===== src/rtl/m_ext_scheduler_pkg.sv =====
// Shared types for the M-extension scheduler: operand width, funct3 encodings,
// FSM state encoding and a small decode helper.
package m_ext_scheduler_pkg;

  localparam int WIDTH = 32;

  typedef enum logic [2:0] {
    M_MUL    = 3'b000,
    M_MULH   = 3'b001,
    M_MULHSU = 3'b010,
    M_MULHU  = 3'b011,
    M_DIV    = 3'b100,
    M_DIVU   = 3'b101,
    M_REM    = 3'b110,
    M_REMU   = 3'b111
  } m_funct3_t;

  typedef enum logic [1:0] {
    ST_IDLE     = 2'd0,
    ST_MUL_BUSY = 2'd1,
    ST_DIV_BUSY = 2'd2,
    ST_DONE     = 2'd3
  } mext_state_t;

  // funct3[2] separates the divide class from the multiply class.
  function automatic logic is_div_op(input m_funct3_t f3);
    return f3[2];
  endfunction

endpackage


===== src/rtl/m_ext_scheduler_if.sv =====
// Bundle of the EX-side request/response signals and the multiplier/divider
// side-band. Handshake: EX holds req_valid (and operands) until it sees the
// one-cycle rsp_valid strobe; a unit holds *_enable-driven work until it
// pulses *_resp, and the scheduler drops *_enable for at least one cycle
// before the next op so the unit can clear its internal state.
// master = scheduler view, slave = EX stage plus the two units.
interface m_ext_scheduler_if;
  logic                                  req_valid;
  logic [2:0]                            req_funct3;
  logic [m_ext_scheduler_pkg::WIDTH-1:0] req_a;
  logic [m_ext_scheduler_pkg::WIDTH-1:0] req_b;
  logic                                  flush;
  logic                                  stall_o;
  logic                                  rsp_valid;
  logic [m_ext_scheduler_pkg::WIDTH-1:0] rsp_data;
  logic                                  mul_enable;
  logic [2:0]                            mul_funct3;
  logic [m_ext_scheduler_pkg::WIDTH-1:0] mul_a;
  logic [m_ext_scheduler_pkg::WIDTH-1:0] mul_b;
  logic                                  mul_resp;
  logic [m_ext_scheduler_pkg::WIDTH-1:0] mul_f;
  logic                                  div_enable;
  logic [2:0]                            div_funct3;
  logic [m_ext_scheduler_pkg::WIDTH-1:0] div_a;
  logic [m_ext_scheduler_pkg::WIDTH-1:0] div_b;
  logic                                  div_resp;
  logic [m_ext_scheduler_pkg::WIDTH-1:0] div_f;

  modport master (
    input  req_valid, req_funct3, req_a, req_b, flush,
    input  mul_resp, mul_f, div_resp, div_f,
    output stall_o, rsp_valid, rsp_data,
    output mul_enable, mul_funct3, mul_a, mul_b,
    output div_enable, div_funct3, div_a, div_b
  );

  modport slave (
    output req_valid, req_funct3, req_a, req_b, flush,
    output mul_resp, mul_f, div_resp, div_f,
    input  stall_o, rsp_valid, rsp_data,
    input  mul_enable, mul_funct3, mul_a, mul_b,
    input  div_enable, div_funct3, div_a, div_b
  );
endinterface


===== src/rtl/m_ext_scheduler_result_cache.sv =====
// One-entry result cache {valid, funct3, a, b, result} for the M-extension
// scheduler. Only built when MEXT_RESULT_CACHE_EN is defined. The entry is
// invalidated only by reset; a write simply replaces it.
module m_ext_result_cache
  import m_ext_scheduler_pkg::*;
(
  input  logic             clk,
  input  logic             rst_n,
  input  logic             wr_en_i,
  input  m_funct3_t        wr_funct3_i,
  input  logic [WIDTH-1:0] wr_a_i,
  input  logic [WIDTH-1:0] wr_b_i,
  input  logic [WIDTH-1:0] wr_res_i,
  input  m_funct3_t        lk_funct3_i,
  input  logic [WIDTH-1:0] lk_a_i,
  input  logic [WIDTH-1:0] lk_b_i,
  output logic             hit_o,
  output logic [WIDTH-1:0] hit_data_o
);

  logic             valid_q;
  m_funct3_t        funct3_q;
  logic [WIDTH-1:0] a_q;
  logic [WIDTH-1:0] b_q;
  logic [WIDTH-1:0] res_q;

  // Entry storage: cleared by reset, overwritten by each completed op.
  always_ff @(posedge clk) begin
    if (!rst_n) begin
      valid_q  <= 1'b0;
      funct3_q <= M_MUL;
      a_q      <= '0;
      b_q      <= '0;
      res_q    <= '0;
    end else if (wr_en_i) begin
      valid_q  <= 1'b1;
      funct3_q <= wr_funct3_i;
      a_q      <= wr_a_i;
      b_q      <= wr_b_i;
      res_q    <= wr_res_i;
    end
  end

  assign hit_o      = valid_q && (funct3_q == lk_funct3_i) && (a_q == lk_a_i) && (b_q == lk_b_i);
  assign hit_data_o = res_q;

endmodule


===== src/rtl/m_ext_scheduler.sv =====
// Sequencer between EX and the iterative multiplier/divider. Latches one
// M-op, runs it on the selected unit with operands frozen, and returns one
// result strobe while stalling the pipeline.
// Optional feature: MEXT_RESULT_CACHE_EN adds a one-entry result cache so a
// repeated op completes without enabling a unit.
module m_ext_scheduler
  import m_ext_scheduler_pkg::*;
(
  input  logic                clk,
  input  logic                rst_n,
  m_ext_scheduler_if.master   bus,
  output mext_state_t         state_o
);

  mext_state_t      state_q,  state_d;
  m_funct3_t        funct3_q, funct3_d;
  logic [WIDTH-1:0] a_q,      a_d;
  logic [WIDTH-1:0] b_q,      b_d;
  logic [WIDTH-1:0] res_q,    res_d;
  logic             stall;
  logic             accept;

  assign accept = bus.req_valid && !bus.flush;

`ifdef MEXT_RESULT_CACHE_EN
  logic             cache_hit;
  logic [WIDTH-1:0] cache_data;

  // Written on every DONE; flushed ops never reach DONE so they are never cached.
  m_ext_result_cache u_cache (
    .clk         (clk),
    .rst_n       (rst_n),
    .wr_en_i     (state_q == ST_DONE),
    .wr_funct3_i (funct3_q),
    .wr_a_i      (a_q),
    .wr_b_i      (b_q),
    .wr_res_i    (res_q),
    .lk_funct3_i (m_funct3_t'(bus.req_funct3)),
    .lk_a_i      (bus.req_a),
    .lk_b_i      (bus.req_b),
    .hit_o       (cache_hit),
    .hit_data_o  (cache_data)
  );
`endif

  // State, latched operands and captured result.
  always_ff @(posedge clk) begin
    if (!rst_n) begin
      state_q  <= ST_IDLE;
      funct3_q <= M_MUL;
      a_q      <= '0;
      b_q      <= '0;
      res_q    <= '0;
    end else begin
      state_q  <= state_d;
      funct3_q <= funct3_d;
      a_q      <= a_d;
      b_q      <= b_d;
      res_q    <= res_d;
    end
  end

  // Next-state, operand latch and stall; flush beats resp in the busy states.
  always_comb begin
    state_d  = state_q;
    funct3_d = funct3_q;
    a_d      = a_q;
    b_d      = b_q;
    res_d    = res_q;
    stall    = 1'b0;
    case (state_q)
      ST_IDLE: begin
        if (accept) begin
          stall    = 1'b1;
          funct3_d = m_funct3_t'(bus.req_funct3);
          a_d      = bus.req_a;
          b_d      = bus.req_b;
`ifdef MEXT_RESULT_CACHE_EN
          if (cache_hit) begin
            res_d   = cache_data;
            state_d = ST_DONE;
          end else
`endif
          if (is_div_op(m_funct3_t'(bus.req_funct3))) state_d = ST_DIV_BUSY;
          else                                         state_d = ST_MUL_BUSY;
        end
      end
      ST_MUL_BUSY: begin
        stall = 1'b1;
        if (bus.flush) begin
          state_d = ST_IDLE;
        end else if (bus.mul_resp) begin
          res_d   = bus.mul_f;
          state_d = ST_DONE;
        end
      end
      ST_DIV_BUSY: begin
        stall = 1'b1;
        if (bus.flush) begin
          state_d = ST_IDLE;
        end else if (bus.div_resp) begin
          res_d   = bus.div_f;
          state_d = ST_DONE;
        end
      end
      ST_DONE: begin
        state_d = ST_IDLE;
      end
      default: begin
        state_d = ST_IDLE;
      end
    endcase
  end

  assign bus.stall_o    = stall;
  assign bus.rsp_valid  = (state_q == ST_DONE);
  assign bus.rsp_data   = (state_q == ST_DONE) ? res_q : '0;
  assign bus.mul_enable = (state_q == ST_MUL_BUSY);
  assign bus.mul_funct3 = funct3_q;
  assign bus.mul_a      = a_q;
  assign bus.mul_b      = b_q;
  assign bus.div_enable = (state_q == ST_DIV_BUSY);
  assign bus.div_funct3 = funct3_q;
  assign bus.div_a      = a_q;
  assign bus.div_b      = b_q;
  assign state_o        = state_q;

endmodule


===== src/flat_wrapper.sv =====
// flat-port wrapper written by rule: the top's interface ports become plain ports
module m_ext_scheduler_flat import m_ext_scheduler_pkg::*;
  (clk, rst_n, state_o, bus_req_valid, bus_req_funct3, bus_req_a, bus_req_b, bus_flush, bus_mul_resp, bus_mul_f, bus_div_resp, bus_div_f, bus_stall_o, bus_rsp_valid, bus_rsp_data, bus_mul_enable, bus_mul_funct3, bus_mul_a, bus_mul_b, bus_div_enable, bus_div_funct3, bus_div_a, bus_div_b);
  m_ext_scheduler_if bus_i ();
  input  logic clk;
  input  logic rst_n;
  output mext_state_t state_o;
  input wire logic [$bits(bus_i.req_valid)-1:0] bus_req_valid;
  input wire logic [$bits(bus_i.req_funct3)-1:0] bus_req_funct3;
  input wire logic [$bits(bus_i.req_a)-1:0] bus_req_a;
  input wire logic [$bits(bus_i.req_b)-1:0] bus_req_b;
  input wire logic [$bits(bus_i.flush)-1:0] bus_flush;
  input wire logic [$bits(bus_i.mul_resp)-1:0] bus_mul_resp;
  input wire logic [$bits(bus_i.mul_f)-1:0] bus_mul_f;
  input wire logic [$bits(bus_i.div_resp)-1:0] bus_div_resp;
  input wire logic [$bits(bus_i.div_f)-1:0] bus_div_f;
  output wire logic [$bits(bus_i.stall_o)-1:0] bus_stall_o;
  output wire logic [$bits(bus_i.rsp_valid)-1:0] bus_rsp_valid;
  output wire logic [$bits(bus_i.rsp_data)-1:0] bus_rsp_data;
  output wire logic [$bits(bus_i.mul_enable)-1:0] bus_mul_enable;
  output wire logic [$bits(bus_i.mul_funct3)-1:0] bus_mul_funct3;
  output wire logic [$bits(bus_i.mul_a)-1:0] bus_mul_a;
  output wire logic [$bits(bus_i.mul_b)-1:0] bus_mul_b;
  output wire logic [$bits(bus_i.div_enable)-1:0] bus_div_enable;
  output wire logic [$bits(bus_i.div_funct3)-1:0] bus_div_funct3;
  output wire logic [$bits(bus_i.div_a)-1:0] bus_div_a;
  output wire logic [$bits(bus_i.div_b)-1:0] bus_div_b;
  assign bus_i.req_valid = bus_req_valid;
  assign bus_i.req_funct3 = bus_req_funct3;
  assign bus_i.req_a = bus_req_a;
  assign bus_i.req_b = bus_req_b;
  assign bus_i.flush = bus_flush;
  assign bus_i.mul_resp = bus_mul_resp;
  assign bus_i.mul_f = bus_mul_f;
  assign bus_i.div_resp = bus_div_resp;
  assign bus_i.div_f = bus_div_f;
  assign bus_stall_o = bus_i.stall_o;
  assign bus_rsp_valid = bus_i.rsp_valid;
  assign bus_rsp_data = bus_i.rsp_data;
  assign bus_mul_enable = bus_i.mul_enable;
  assign bus_mul_funct3 = bus_i.mul_funct3;
  assign bus_mul_a = bus_i.mul_a;
  assign bus_mul_b = bus_i.mul_b;
  assign bus_div_enable = bus_i.div_enable;
  assign bus_div_funct3 = bus_i.div_funct3;
  assign bus_div_a = bus_i.div_a;
  assign bus_div_b = bus_i.div_b;
  m_ext_scheduler u_core (.clk(clk), .rst_n(rst_n), .bus(bus_i), .state_o(state_o));
endmodule

===== config.mk =====
export PLATFORM = sky130hd
export DESIGN_NAME = m_ext_scheduler_flat
export DESIGN_NICKNAME = d
export VERILOG_FILES = /design/src/rtl/m_ext_scheduler_pkg.sv /design/src/rtl/m_ext_scheduler_if.sv /design/src/rtl/m_ext_scheduler_result_cache.sv /design/src/rtl/m_ext_scheduler.sv /design/src/flat_wrapper.sv
export SDC_FILE = /design/constraint.sdc
export NUM_CORES = 1
export LEC_CHECK = 0
export BUFFER_PORTS_ARGS = -buffer_cell sky130_fd_sc_hd__buf_2
export CAP_MARGIN = 20
export CORE_AREA = 2 2 120 122
export CTS_BUF_LIST = sky130_fd_sc_hd__clkbuf_16
export DETAILED_ROUTE_END_ITERATION = 10
export DIE_AREA = 0 0 122 124
export GPL_TIMING_DRIVEN = 0
export PLACE_DENSITY = 0.69
export SKIP_LAST_GASP = 1
export SLEW_MARGIN = 40
export SYNTH_ARGS = -nofsm -noshare
export SYNTH_HDL_FRONTEND = slang
export SYNTH_HIERARCHICAL = 1
export SYNTH_SLANG_ARGS = --single-unit
export TNS_END_PERCENT = 20

===== constraint.sdc =====
create_clock -name clk -period 2.3 [get_ports clk]
set_clock_uncertainty 0.05 [all_clocks]
set_input_delay 0 -clock clk [delete_from_list [all_inputs] [get_ports clk]]
set_output_delay 0 -clock clk [all_outputs]
set_load 0.02 [all_outputs]

==> results of run 1 <==
==> worst paths after layout <==
kind,from,slack (ns),end,cells past startpoint
worst min register to register,u_core/bus.div_a[3]$_SDFFE_PN0P_,0.42,u_core/bus.div_a[3]$_SDFFE_PN0P_,2
worst max register to register,u_core/state_o[0]$_SDFFE_PN0P_,0.07,u_core/res_q[30]$_SDFFE_PN0P_,8
worst max-delay path,u_core/state_o[0]$_SDFFE_PN0P_,0.07,u_core/res_q[30]$_SDFFE_PN0P_,8
worst min-delay path,rst_n,0.002,u_core/state_o[1]$_SDFFE_PN0P_,3
==> per-layer routing <==
metal | up-vias | routed length [um]
met5 | - | 13
met4 | 2 | 660
met3 | 52 | 1290
met2 | 244 | 8850
met1 | 2451 | 6180
li1 | 2679 | -
==> repair_timing <==
item | 4_1_cts | 5_1_grt
pin swaps | 1 | 0
setup endpoints to repair | 29 | 23
resized for setup | 1 | 9
hold buffers | 128 | 0
buffers inserted | 2 | 0
endpoints found under the hold margin | 99 | 0
==> metrics by stage <==
stage	setup slack, ns	utilization (%)	hold WS [ns]
floorplan	0.0784	-	0.0849
global placement	-0.0201	48.7	0.190
detailed placement	-0.0323	48.7	0.197
CTS	0.0153	60.3	0.00273
global route	-0.00123	60.5	0.0443
finish	0.0673	60.5	0.00198
==> cells by family after synthesis <==
family	synth area share [%]
DFF	41.1
muxes	6.92
buffers and inverters	14.8
and+or+nand+nor	18.8
adders and majority gates	1.27
AOI/OAI and AO/OA	17.1
==> placed cells by master (no fill, tap or decap), types with 4 or more instances in the layout <==
cell and count:
nor2_1 4, buf_2 309, clkbuf_16 9, dfxtp_1 99
clkbuf_1 21, dlygate4sd3_1 128, a21boi_1 67, ha_1 5
and2_1 32, nand2_1 172, mux2i_1 34, buf_6 7
buf_4 71, o211a_1 32
==> flip-flops by register name, indices dropped and copies added (netlist names) <==
name,cells
u_core/bus.div_a,32
u_core/bus.div_b,32
u_core/res_q,32
u_core/bus.div_funct3,3
u_core/state_o,2
==> layout make-up <==
type / instances / area [um^2] / area share [%]
repair buffers: 437 / 2850 / 34.3
multi-input cells: 355 / 2180 / 26.3
flip-flops and latches: 101 / 2020 / 24.4
plain buffers: 105 / 721 / 8.69
clock buffers: 9 / 225 / 2.72
well taps: 180 / 225 / 2.72
clock inverters: 7 / 60.1 / 0.724
inverters: 4 / 15.0 / 0.181
==> power by group <==
group	total (uW)	leakage, uW	switching (uW)	internal [uW]
logic	1800	0.00353	908	888
clock network	1460	0.000130	712	749
registers	2090	0.000825	134	1960
==> worst reg2reg max path, stage by stage, from the launching register on <==
cell,delay (ns)
dfxtp_2,0.35
inv_1,0.10
ha_1,0.19
buf_6,0.15
clkbuf_4,0.26
mux2i_1,0.24
dlygate4sd3_1,0.60
nand2_1,0.07
o211a_1,0.12
==> results.md, run 1 <==
* Syn avg cell area at 8.70 um^2
* Die height at 124 um
* Main synth FF type: dfxtp_1
* Critical-path top delay cell: dlygate4sd3_1
* TNS Setup at 0 ns
* Final Hold Fails at 0
* Most used routing layer: met2
* Detailed Routing Iterations Pass 1 at 4
* Clk_lat worst skew at 0.34 ns
* Vias at 5428
* Post-synth EDFFs at 0
* Filler instances at 1166
* Routed Antenna Nets at 0
* Cell variety after synth at 23
* Fin area at 8290 um^2
* Total global routing overflow at 0
* Share of the synthesized area in the top cell type at 41.1%
* Grt met3 use at 5.49%
* Status: completed
* WP data arrival at 2.42 ns
* Post-synthesis sequential area ratio at 41.1%
* HPWL Detailed at 11.7 mm
* First-pass GRT wire length at 25.6 mm
* I/O Pins at 309
* Area Overhead vs Synth at 68.7%
* Vias in the first global route at 5443
* Slew @ Worst Pin at 0.562 ns
* Initial DRC Count at 248
* Crit path capture type: register
* Top delay family on crit path: buffers and inverters
* Post-synth top cells: nand2_1, dfxtp_1, buf_4, a21boi_1, mux2i_1
* Post-layout minimum cycle time at 2.23 ns
* Peak fanout along the critical path at 10
* CTS tree: yes
* Total GRT Usage at 21.7%
* Worst-path cell chain: inv_1 -> ha_1 -> buf_6 -> clkbuf_4 -> mux2i_1 -> dlygate4sd3_1 -> nand2_1 -> o211a_1
* Layout Nets at 1155
* Clk slew on worst S/H paths at 0.07 ns
* CTS Buf Count at 9
* Synth Instances at 565
* Max clock buf depth at 2
* Critical path class: register to register
* Gpl congestion at 0.800
* Leak Pwr at 0.00449 uW
* #FFs+latches synth at 101
* Final Max Slew Viols at 0
* F_max at 0.448 GHz
* Placed insts at 1052
* Buffers & Inverters on Critical Path at 4
* WL final at 17.0 mm
* Via-to-Cell Ratio at 4.53
* Root Buffer: clkbuf_16
* Path category of the worst min-delay check: primary input to register
* Max_cap viols at 0
* Final non-filler cell total at 1198
* Rows at 43
* Input/output buffers at 307
* Initial antenna violation count at 1
* Final Cycle Share at 97.1%
* Area of the die at 15100 um^2
* Power, Total at 5350 uW
* TritonCTS Sinks at 101
* Post-synth net total at 707
* Final setup fails at 0
* Area of the core at 13700 um^2
* Htree depth at 3
* Async SR Flop Fraction at 0%
* Synth warnings at 6
* Starting density of the core at 35.8%
* Top cells by area, synth: dfxtp_1, nand2_1, buf_4
* Drt drc at 0
* Die X at 122 um
* Diode count at 0
* VDD IR max at 0.417 mV
* Per-cell routed wire length at 14.2 um
* Startpoint types: register
* Worst Path Required at 2.49 ns
* Met2 Usage GRT at 41.0%
* Dpl cell area at 6680 um^2
* Met1 Usage GRT at 22.0%
* Largest net degree at the start of global routing at 19
* Post-Syn Area at 4920 um^2
* Cell Pwr Density at 645 nW/um^2
* Area leader, netlist: dfxtp_1
* Worst path max stage delay at 0.60 ns
* Layout cells sized above 1 at 40.6%
* Dominant cell by count in the synthesized netlist: nand2_1
* Slew headroom at 62.6%
(Power assumes the default switching activity.)
==> run 2: changes to the inputs <==
--- a/config.mk
+++ b/config.mk
@@ -5,7 +5,7 @@
 export SDC_FILE = /design/constraint.sdc
 export NUM_CORES = 1
 export LEC_CHECK = 0
-export BUFFER_PORTS_ARGS = -buffer_cell sky130_fd_sc_hd__buf_2
+export BUFFER_PORTS_ARGS = -buffer_cell sky130_fd_sc_hd__buf_4
 export CAP_MARGIN = 20
 export CORE_AREA = 2 2 120 122
 export CTS_BUF_LIST = sky130_fd_sc_hd__clkbuf_16
==> run 2 against run 1 <==
Net effect:
- combinational power increased by 9%
- highest routed layer is now met4
- via count increased by 0.55%
- largest cell class unchanged
- final area rose by 9.3%
- global-route usage grew 1.0 points
- critical path type unchanged
- largest power group unchanged
==> results.md, run 2 (same netlist as run 1, synthesis figures left out) <==
* Slew headroom at 62.9% (+0.34 points)
* Worst Path Required at 2.49 ns (about the same)
* Final Max Slew Viols at 0 (unchanged)
* HPWL Detailed at 12.4 mm (+6.2%)
* Routed Antenna Nets at 0 (unchanged)
* Area of the core at 13700 um^2 (unchanged)
* Drt drc at 0 (unchanged)
* Per-cell routed wire length at 15.0 um (+5.4%)
* Critical R2R Launch: u_core/state_o[0]$_SDFFE_PN0P_
* TNS Setup at 0 ns (unchanged)
* I/O Pins at 309 (unchanged)
* Dpl cell area at 7450 um^2 (+12%)
* Power, Total at 5550 uW (+3.8%)
* Cell Pwr Density at 612 nW/um^2 (-5.1%)
* F_max at 0.449 GHz (+0.16%)
* Critical path origin: u_core/state_o[0]$_SDFFE_PN0P_
* Slew @ Worst Pin at 0.556 ns (-0.00510 ns)
* Most common cell after layout, fill and taps aside: buf_4
* Peak fanout along the critical path at 10 (unchanged)
* WP data arrival at 2.42 ns (about the same)
* Final Hold Fails at 0 (unchanged)
* Die X at 122 um (unchanged)
* Rows at 43 (unchanged)
* Area Overhead vs Synth at 84.4%
* Finished Core Util at 66.1% (+5.6 points)
* First-pass GRT wire length at 26.6 mm (+3.9%)
* TritonCTS Sinks at 101 (unchanged)
* Vias in the first global route at 5354 (-1.6%)
* Crit path capture type: register
* Status: completed
* Fin area at 9060 um^2 (+9.3%)
* CTS Buf Count at 9 (unchanged)
* Clk slew on worst S/H paths at 0.07 ns (about the same)
* Leak Pwr at 0.00462 uW (+3.0%)
* Via-to-Cell Ratio at 4.55 (+0.39%)
* Path category of the worst min-delay check: primary input to register
* Gpl congestion at 0.783 (-2.1%)
* VDD IR max at 0.306 mV (-26%)
* Initial DRC Count at 229 (-7.7%)
* Worst setup path end: u_core/res_q[13]$_SDFFE_PN0P_
* Max_cap viols at 0 (unchanged)
* R2r endpoint: u_core/res_q[13]$_SDFFE_PN0P_
* Hold WS at 0.00808 ns (+0.00610 ns)
* Starting density of the core at 35.8% (unchanged)
* Largest net degree at the start of global routing at 16 (-3)
* RSZ-0062 raised after global routing: yes
* Layout Nets at 1156 (+0.087%)
* Vias at 5458 (+0.55%)
* Root Buffer: clkbuf_16
* Clk_lat worst skew at 0.34 ns (about the same)
* Max clock buf depth at 2 (unchanged)
* Layout cells sized above 1 at 40.0% (-0.53 points)
* Detailed Routing Iterations Pass 1 at 4 (unchanged)
* R2R depth at 8 (unchanged)
* Critical path class: register to register
* Htree depth at 3 (unchanged)
* Area of the die at 15100 um^2 (unchanged)
* Register-to-register setup slack at 0.07 ns (about the same)
* Die height at 124 um (unchanged)
* Final Cycle Share at 96.9% (-0.15 points)
* Post-layout minimum cycle time at 2.23 ns (-0.00346 ns)
* Most frequent cells in the layout: buf_4, nand2_1, dlygate4sd3_1
* Final setup fails at 0 (unchanged)
* Total global routing overflow at 0 (unchanged)
* Initial antenna violation count at 1 (unchanged)
* Input/output buffers at 307 (unchanged)
* Startpoint types: register
* CTS tree: yes
* WL final at 17.9 mm (+5.6%)
* Total GRT Usage at 22.7% (+1.0 points)
[run 2: worst min-delay path by stage]
stage                             start                                 to  slack [ns]  cells past startpoint
after floorplan            bus_req_a[0]   u_core/bus.div_a[0]$_SDFFE_PN0P_        0.08                      2
after global placement    bus_req_a[20]  u_core/bus.div_a[20]$_SDFFE_PN0P_        0.20                      3
after detailed placement  bus_req_a[16]  u_core/bus.div_a[16]$_SDFFE_PN0P_        0.20                      3
after CTS                 bus_mul_f[11]      u_core/res_q[11]$_SDFFE_PN0P_       0.001                      4
after global routing      bus_mul_f[11]      u_core/res_q[11]$_SDFFE_PN0P_        0.04                      4
final                             rst_n     u_core/state_o[0]$_SDFFE_PN0P_       0.008                      3
[run 2: per-layer routing]
metal  track usage, %  vias to the layer above  share of wire, %  wire length [um]
met1             22.9                     2507                36              6390
met3             6.27                       43               8.1              1460
met5                0                        -                 0                 0
met4             10.7                        0               3.1               565
met2             43.3                      227                53              9530
li1                 -                     2681                 -                 -
[run 2: cell type report]
| class | instances | area [um^2] |
|---|---|---|
| Inverter | 4 | 15.0 |
| Buffer | 105 | 718 |
| Tap cell | 180 | 225 |
| Antenna cell | 1 | 2.50 |
| Fill cell | 1114 | 4660 |
| Clock buffer | 9 | 225 |
| Clock inverter | 7 | 58.8 |
| Multi-Input combinational cell | 355 | 2170 |
| Sequential cell | 101 | 2020 |
| Timing Repair Buffer | 438 | 3620 |
[run 2: repair_timing]
action,in CTS,in global routing
setup endpoints to repair,29,19
hold buffers,129,0
resized for setup,1,5
endpoints found under the hold margin,100,0
pin swaps,1,0
setup buffers,2,0
[run 2: where the power goes]
group          total (uW)  switching [uW]  internal, uW
clock                1480             646           829
combinational        1970             926          1050
sequential           2100             144          1960
total                5550            1720          3830
[run 2: metrics by stage]
stage               cells  setup WS [ns]
detailed placement   1052       -0.00507
CTS                  1199         0.0301
global placement     1052         0.0120
finish               1200         0.0707
global route         1200        -0.0494
floorplan             565         0.0784
[run 2: critical path, stage by stage, from the launching register on]
cell and delay (ns):
dfxtp_2 0.35, inv_1 0.11, ha_1 0.20, buf_6 0.15
buf_2 0.28, mux2i_1 0.24, dlygate4sd3_1 0.58, nand2_1 0.06
o211a_1 0.11
